<file path="src/rtl/dmem_arbiter.sv">
// Two-port arbiter for the shared RAM data port: one transaction per cycle,
// misaligned writes dropped with an error pulse, read data returned 2 cycles after grant.

module dmem_arb_port #(
  parameter int DATA_W = 32,
  parameter int PORT   = 0
) (
  input  logic              clk,
  input  logic              resetn,
  input  logic              gnt,
  input  logic [1:0]        addr_lo,
  input  logic [1:0]        wsize,
  input  logic              tag_vld,
  input  logic              tag_own,
  input  logic              tag_rd,
  input  logic [DATA_W-1:0] mem_rdata,
  output logic              misalign,
  output logic              err,
  output logic              rvalid,
  output logic [DATA_W-1:0] rdata
);
  // The RAM cannot split a half/word write across a word boundary.
  assign misalign = (wsize == 2'b10 && addr_lo[0]) ||
                    (wsize == 2'b11 && addr_lo != 2'b00);

  always_ff @(posedge clk or negedge resetn)
    if (!resetn) err <= 1'b0;
    else         err <= gnt & misalign;

  assign rvalid = tag_vld & tag_rd & (tag_own == 1'(PORT));
  assign rdata  = mem_rdata;
endmodule

module dmem_arbiter #(
  parameter int ADDR_W     = 14,
  parameter int DATA_W     = 32,
  parameter bit FIXED_PRIO = 1'b0
) (
  input  logic              clk,
  input  logic              resetn,
  input  logic              req0,
  input  logic              req1,
  input  logic [ADDR_W-1:0] addr0,
  input  logic [ADDR_W-1:0] addr1,
  input  logic [DATA_W-1:0] wdata0,
  input  logic [DATA_W-1:0] wdata1,
  input  logic [1:0]        wsize0,
  input  logic [1:0]        wsize1,
  output logic              gnt0,
  output logic              gnt1,
  output logic              rvalid0,
  output logic              rvalid1,
  output logic [DATA_W-1:0] rdata0,
  output logic [DATA_W-1:0] rdata1,
  output logic              err0,
  output logic              err1,
  output logic [ADDR_W-1:0] mem_addr,
  output logic [DATA_W-1:0] mem_wdata,
  output logic [1:0]        mem_wsize,
  input  logic [DATA_W-1:0] mem_rdata
);
  localparam int NUM_PORTS = 2;
  localparam int STAGES    = 2;

  typedef struct packed {
    logic [ADDR_W-1:0] addr;
    logic [DATA_W-1:0] wdata;
    logic [1:0]        wsize;
  } req_t;

  req_t [NUM_PORTS-1:0]              rq;
  req_t                              sel;
  logic [NUM_PORTS-1:0]              req, gnt, misalign, err, rvalid;
  logic [NUM_PORTS-1:0][DATA_W-1:0]  rdata;
  logic                              rr_ptr, win;
  logic [STAGES:0]                   vld_pipe, own_pipe, rd_pipe;

  assign req   = {req1, req0};
  assign rq[0] = {addr0, wdata0, wsize0};
  assign rq[1] = {addr1, wdata1, wsize1};

  // rr_ptr=0 favours port 0, rr_ptr=1 favours port 1.
  always_comb begin
    gnt = '0;
    if (resetn) begin
      if (req[0] && (!req[1] || FIXED_PRIO || !rr_ptr)) gnt[0] = 1'b1;
      else if (req[1])                                 gnt[1] = 1'b1;
    end
  end

  assign win = gnt[1];
  assign sel = rq[win];

  assign vld_pipe[0] = |gnt;
  assign own_pipe[0] = win;
  assign rd_pipe[0]  = (sel.wsize == 2'b00);

  always_ff @(posedge clk or negedge resetn) begin
    if (!resetn) begin
      rr_ptr               <= 1'b0;
      vld_pipe[STAGES:1]   <= '0;
      own_pipe[STAGES:1]   <= '0;
      rd_pipe[STAGES:1]    <= '0;
      mem_addr             <= '0;
      mem_wdata            <= '0;
      mem_wsize            <= 2'b00;
    end else begin
      vld_pipe[STAGES:1] <= vld_pipe[STAGES-1:0];
      own_pipe[STAGES:1] <= own_pipe[STAGES-1:0];
      rd_pipe[STAGES:1]  <= rd_pipe[STAGES-1:0];
      if (|gnt) begin
        rr_ptr    <= ~win;
        mem_addr  <= sel.addr;
        mem_wdata <= sel.wdata;
        mem_wsize <= misalign[win] ? 2'b00 : sel.wsize;
      end else begin
        // Idle edge: deassert the write so it is presented for one cycle only.
        mem_wsize <= 2'b00;
      end
    end
  end

  for (genvar p = 0; p < NUM_PORTS; p++) begin : g_port
    dmem_arb_port #(.DATA_W(DATA_W), .PORT(p)) u_port (
      .clk       (clk),
      .resetn    (resetn),
      .gnt       (gnt[p]),
      .addr_lo   (rq[p].addr[1:0]),
      .wsize     (rq[p].wsize),
      .tag_vld   (vld_pipe[STAGES]),
      .tag_own   (own_pipe[STAGES]),
      .tag_rd    (rd_pipe[STAGES]),
      .mem_rdata (mem_rdata),
      .misalign  (misalign[p]),
      .err       (err[p]),
      .rvalid    (rvalid[p]),
      .rdata     (rdata[p])
    );
  end

  assign gnt0    = gnt[0];
  assign gnt1    = gnt[1];
  assign err0    = err[0];
  assign err1    = err[1];
  assign rvalid0 = rvalid[0];
  assign rvalid1 = rvalid[1];
  assign rdata0  = rdata[0];
  assign rdata1  = rdata[1];
endmodule

</file>
<file path="config.mk">
export PLATFORM = sky130hd
export DESIGN_NAME = dmem_arbiter
export DESIGN_NICKNAME = d
export VERILOG_FILES = /design/src/rtl/dmem_arbiter.sv
export SDC_FILE = /design/constraint.sdc
export NUM_CORES = 1
export LEC_CHECK = 0
export CAP_MARGIN = 25
export CELL_PAD_IN_SITES_DETAIL_PLACEMENT = 2
export CELL_PAD_IN_SITES_GLOBAL_PLACEMENT = 2
export CORE_MARGIN = 3
export CORE_UTILIZATION = 17
export DETAILED_ROUTE_END_ITERATION = 12
export PLACE_DENSITY_LB_ADDON = 0.1
export REMOVE_ABC_BUFFERS = 1
export SETUP_SLACK_MARGIN = 0.1
export SLEW_MARGIN = 20
export SYNTH_ARGS = -nofsm -noshare
export SYNTH_HDL_FRONTEND = slang
export SYNTH_HIERARCHICAL = 1
export SYNTH_SLANG_ARGS = --single-unit
export TNS_END_PERCENT = 30
</file>
<file path="constraint.sdc">
create_clock -name clk -period 1.72 [get_ports clk]
set_clock_uncertainty 0.05 [all_clocks]
set_input_delay 0.172 -clock clk [delete_from_list [all_inputs] [get_ports clk]]
set_output_delay 0.172 -clock clk [all_outputs]
set_load 0.05 [all_outputs]
</file>
After elaboration in Yosys (flattened, before gate mapping)
Cells that the tools add are included.

$add $sub $neg: 0. $mul: 0. Div/mod/pow operators: 0. $lt $le $gt $ge: 1. Eq/ne operators: 4. Shifts and indexed selects: 0. Mux-type cells: 10. Bitwise logic cells: 7. Reductions and logical operators: 14.

Operators with widths (count): $mux W48 (2); $eq A2 B2 Y1 const B (4); $mux W2 (3); $and A1 B1 Y1 (5); $logic_and A1 B1 Y1 (5); $mux W1 (5); $reduce_bool A2 Y1 (2); $logic_or A1 B1 Y1 (3); $logic_not A1 Y1 (2); $logic_not A2 Y1 (1); $lt A1 B2 Y1 const B (1); $not A1 Y1 (2); $reduce_or A2 Y1 (1).

Register bits: 57. Bits in latches: 0. Memory bits (writable): 0. Bits in read-only memories: 0. Output and inout port bits: 118. Word-level logic and storage cells: 45. Memories: 0.

Depth between registers and ports, before layout
Depth in word-level cells: 9. Mapped depth: 6. Depth with buffers taken out: 5.

Cells and area by module
Netlist, hierarchy kept.

Modules (own cells, without submodules): dmem_arbiter (instances 1, cells each 290, area an instance 2620.0 um^2); dmem_arb_port (g_port[0].u_port) (instances 1, cells each 39, area an instance 295.3 um^2); dmem_arb_port (g_port[1].u_port) (instances 1, cells each 38, area an instance 294.0 um^2).

Worst setup path before layout
OpenSTA, ideal clock, no wires.

Path kind: reg-to-reg. Start: register rr_ptr. End: register g_port[1].u_port.err. Data arrival time: 1.526 ns. Data required time: 1.597 ns. Path slack: 0.070 ns. Cell stages (with the launch flop): 6. Buffers on the path: 1. Clock period less this slack: 1.650 ns. Cells stage by stage: dfrtp_1 > nor2b_4 > buf_6 > nor2_1 > nand2_1 > nor2_1.

Word-level cells in the longest chain between the ends: 6.

Ends and longest elaborated chain: start: declaration (line 75) `logic rr_ptr, win;`; start signal: assignment (line 112) `rr_ptr <= ~win;`; $logic_not A1 Y1 (line 86) `if (req[0] && (!req[1] || FIXED_PRIO || !rr_ptr)) gnt[0] = 1'b1;`; $logic_or A1 B1 Y1 (line 86); $logic_and A1 B1 Y1 (line 86); $mux W1 (line 86); $mux W2 (line 85) `if (resetn) begin`; net gnt1 (line 50) `output logic gnt1,`; $and A1 B1 Y1 (line 28) `else err <= gnt & misalign;`; end signal: assignment (line 28); end: declaration (line 18) `output logic err,`.

The timed path passes the listed nets, and every way through them passes these cells. A chain may end at the register's enable or synchronous reset.

Worst setup path after layout
Start: input req0. End: output gnt0.

Word-level cells in the longest chain between the ends: 3.

Ends and longest elaborated chain: start: declaration (line 41) `input logic req0,`; $logic_and A1 B1 Y1 (line 86); $mux W1 (line 86); $mux W2 (line 85); end: declaration (line 49) `output logic gnt0,`.

Every way passes these cells.

==> results.json <==
{
  "outcome": "complete, but fails checks",
  "violations": "negative hold slack",
  "antenna_found_initial": 0,
  "worstSetupEndpointType": "primary output",
  "slew_violations": 0,
  "io_buffers": 153,
  "clkTransAtPathRegs_ns": 0.05,
  "max_freq_ghz": 0.658,
  "dp_slack_ns": -0.0955,
  "crit_start": "req0",
  "synth-compound-area-share_pct": 18.1,
  "drt_iter0_markers": 80,
  "row_count": 49,
  "layout_min_cycle_time_ns": 1.52,
  "critPathMaxStageDelay_ns": 0.56,
  "synthXorXnorAreaFrac_pct": 0,
  "die_w_um": 143,
  "final_area_sq_um": 4760,
  "ctsHtreeMaxLevel": 3,
  "crit_path_top_delay_cell": "clkdlybuf4s50_1",
  "cp.arrival_ns": 1.30,
  "clk_path_buf_depth": 2,
  "numCtsBuffers": 9,
  "fin_tns_setup_ns": 0,
  "tightestPinTransition_ns": 0.499,
  "crit_type": "in2out",
  "place_congestion": 0.699,
  "drive_above_1_share_pct": 19.4,
  "grt_pass1_wl_mm": 22.3,
  "initial_core_util_pct": 17.6,
  "core_region_area_sq_um": 18300,
  "nets": 586,
  "grt_use_total_pct": 14.7,
  "fill_cells": 2064,
  "ys_seq_area_share_pct": 44.4,
  "clock_latency_ns": 0.33,
  "synthFlopType": "dfrtp_1",
  "diodes": 0,
  "crit_chain": "clkdlybuf4s50_1, nand2_1, a21oi_1, buf_12",
  "routed_wl_mm": 15.2,
  "worstPathMaxFanout": 4,
  "setup_viol": 0,
  "synth_top_area_share_pct": 44.4,
  "synth_top_family_by_area": "buffers and inverters",
  "yosys-top-cells-area": "dfrtp_1 44%, buf_4 15%, a31oi_1 9.0%",
  "synth_cell_types": 24,
  "ys_warn_count": 6,
  "place_hpwl_mm": 11.3,
  "synth-simple-area-share_pct": 16.4,
  "die_height_um": 143,
  "setup_ws_ns": 0.200,
  "num_vias": 3121,
  "synth_edf_count": 0,
  "post-route-period-util_pct": 88.4,
  "p_total_w": 0.00510,
  "yosys.area.top_type": "dfrtp_1",
  "worstHoldPathType": "in2async",
  "ios": 250,
  "postSynth.asyncResetShare_pct": 100,
  "dieArea_sq_um": 20600,
  "vdd_drop_max_mv": 0.414,
  "required_ns": 1.50,
  "area_growth_pct": 48.2,
  "maxCapViolCount": 0,
  "vias_per_cell": 4.54,
  "synth_common_cells": "66 x buf_4, 57 x dfrtp_1, 50 x nor2_1",
  "clock-root-buffer": "clkbuf_16",
  "grt-ovfl-total": 0,
  "avgSynthCellArea_sq_um": 8.74,
  "clock_sinks": 57,
  "synthMuxAreaShare_pct": 0,
  "p_leak_nw": 1.88,
  "p_per_area_nw_per_um2": 1070,
  "hold-worst-slack_ns": -0.0124,
  "synth-seq-cells": 57,
  "synth_most_common_cell": "buf_4",
  "synth_fa_ha_area_share_pct": 0,
  "postRouteAntennaNets": 0,
  "slew_headroom_pct": 66.9,
  "rsz0062_at_grt": "yes",
  "grt_pass1_vias": 3521,
  "cp-start-kind": "input pin",
  "final_util_pct": 26.0,
  "synth_area_sq_um": 3210,
  "drc": 0,
  "syn_inst": 367,
  "grt_max_degree": 42,
  "wl_per_cell_um": 22.1,
  "hold_viol": 18,
  "r2r-start": "rr_ptr",
  "first_pass_iters": 4,
  "dpl-instance-area_sq_um": 4460,
  "cts_tree": "done"
}
==> stage by stage <==
step	std cells	hold WS, ns
2_1_floorplan	273	-0.174
3_3_place_gp	671	0.0108
3_5_place_dp	671	0.0100
4_1_cts	688	0.0398
5_1_grt	688	0.0622
6_report	688	-0.0124
==> cell families after synthesis <==
kind of cell | count (synthesis)
simple gates | 113
compound gates | 102
buf+inv | 95
flops | 57
==> metal layers <==
metal,vias to the layer above,GRT usage (%),routed length (um)
li1,1396,-,-
met1,1552,19.2,6760
met2,154,20.6,6530
met3,17,7.85,1620
met4,2,4.91,242
met5,-,2.15,36
==> where the power goes <==
group | leakage, nW | internal [W] | switching [W]
combinational | 1.08 | 0.000608 | 0.00106
sequential | 0.656 | 0.00151 | 0.000102
clock | 0.148 | 0.00115 | 0.000668
==> worst max-delay path, delay by kind of cell <==
family / cells / cell delay (ns)
compound gates: 1 / 0.29
buf+inv: 2 / 0.74
simple gates: 1 / 0.09
==> sequential cells by signal, indices dropped and copies added (netlist names) <==
name               count
mem_wsize              2
mem_wdata             32
rr_ptr                 1
own_pipe               2
g_port.u_port/err      2
mem_addr              14
rd_pipe                2
vld_pipe               2
==> layout make-up <==
cell class	instances	area, sq um	area share (%)
repair buffers	170	1630	34.3
flip-flops and latches	57	1430	30.0
well taps	229	287	6.02
clock buffers	10	239	5.02
multi-input cells	215	1110	23.4
clock inverters	6	57.6	1.21
inverters	1	3.75	0.0789
==> worst paths after layout <==
path / to / slack [ns] / depth (start not counted)
setup / recovery: gnt0 / 0.20 / 4
max in group asynchronous: mem_wsize[0] / 0.79 / 3
min in group clk: rr_ptr / 0.16 / 3
hold / removal: mem_wdata[16] / -0.01 / 2
hold reg to reg: vld_pipe[2] / 0.30 / 0
setup reg to reg: mem_wdata[13] / 0.30 / 4
==> cell usage in the layout (no fill, tap or decap), drive strengths merged <==
master | Yosys | final
o31ai | 1 | 1
clkdlybuf4s50 | 0 | 98
nor2b | 5 | 5
buf | 87 | 64
a31oi | 46 | 46
nand2b | 1 | 1
nor2 | 50 | 50
a21oi | 5 | 5
nand4b | 2 | 2
clkinvlp | 0 | 1
and2 | 1 | 1
bufinv | 0 | 1
o21ai | 50 | 50
and3 | 1 | 1
clkinv | 0 | 4
nand2 | 6 | 6
dlygate4sd3 | 0 | 1
dfrtp | 57 | 57
inv | 1 | 1
nand3 | 46 | 46
or4 | 1 | 1
dlygate4sd2 | 0 | 7
clkbuf | 7 | 10
==> repair_timing <==
item	4_1_cts	5_1_grt
resized for setup	7	1
buffers inserted	0	0
endpoints found under the hold margin	25	0
setup endpoints to repair	7	2
hold buffers	1	0
Power figures use the tool's default switching activity.
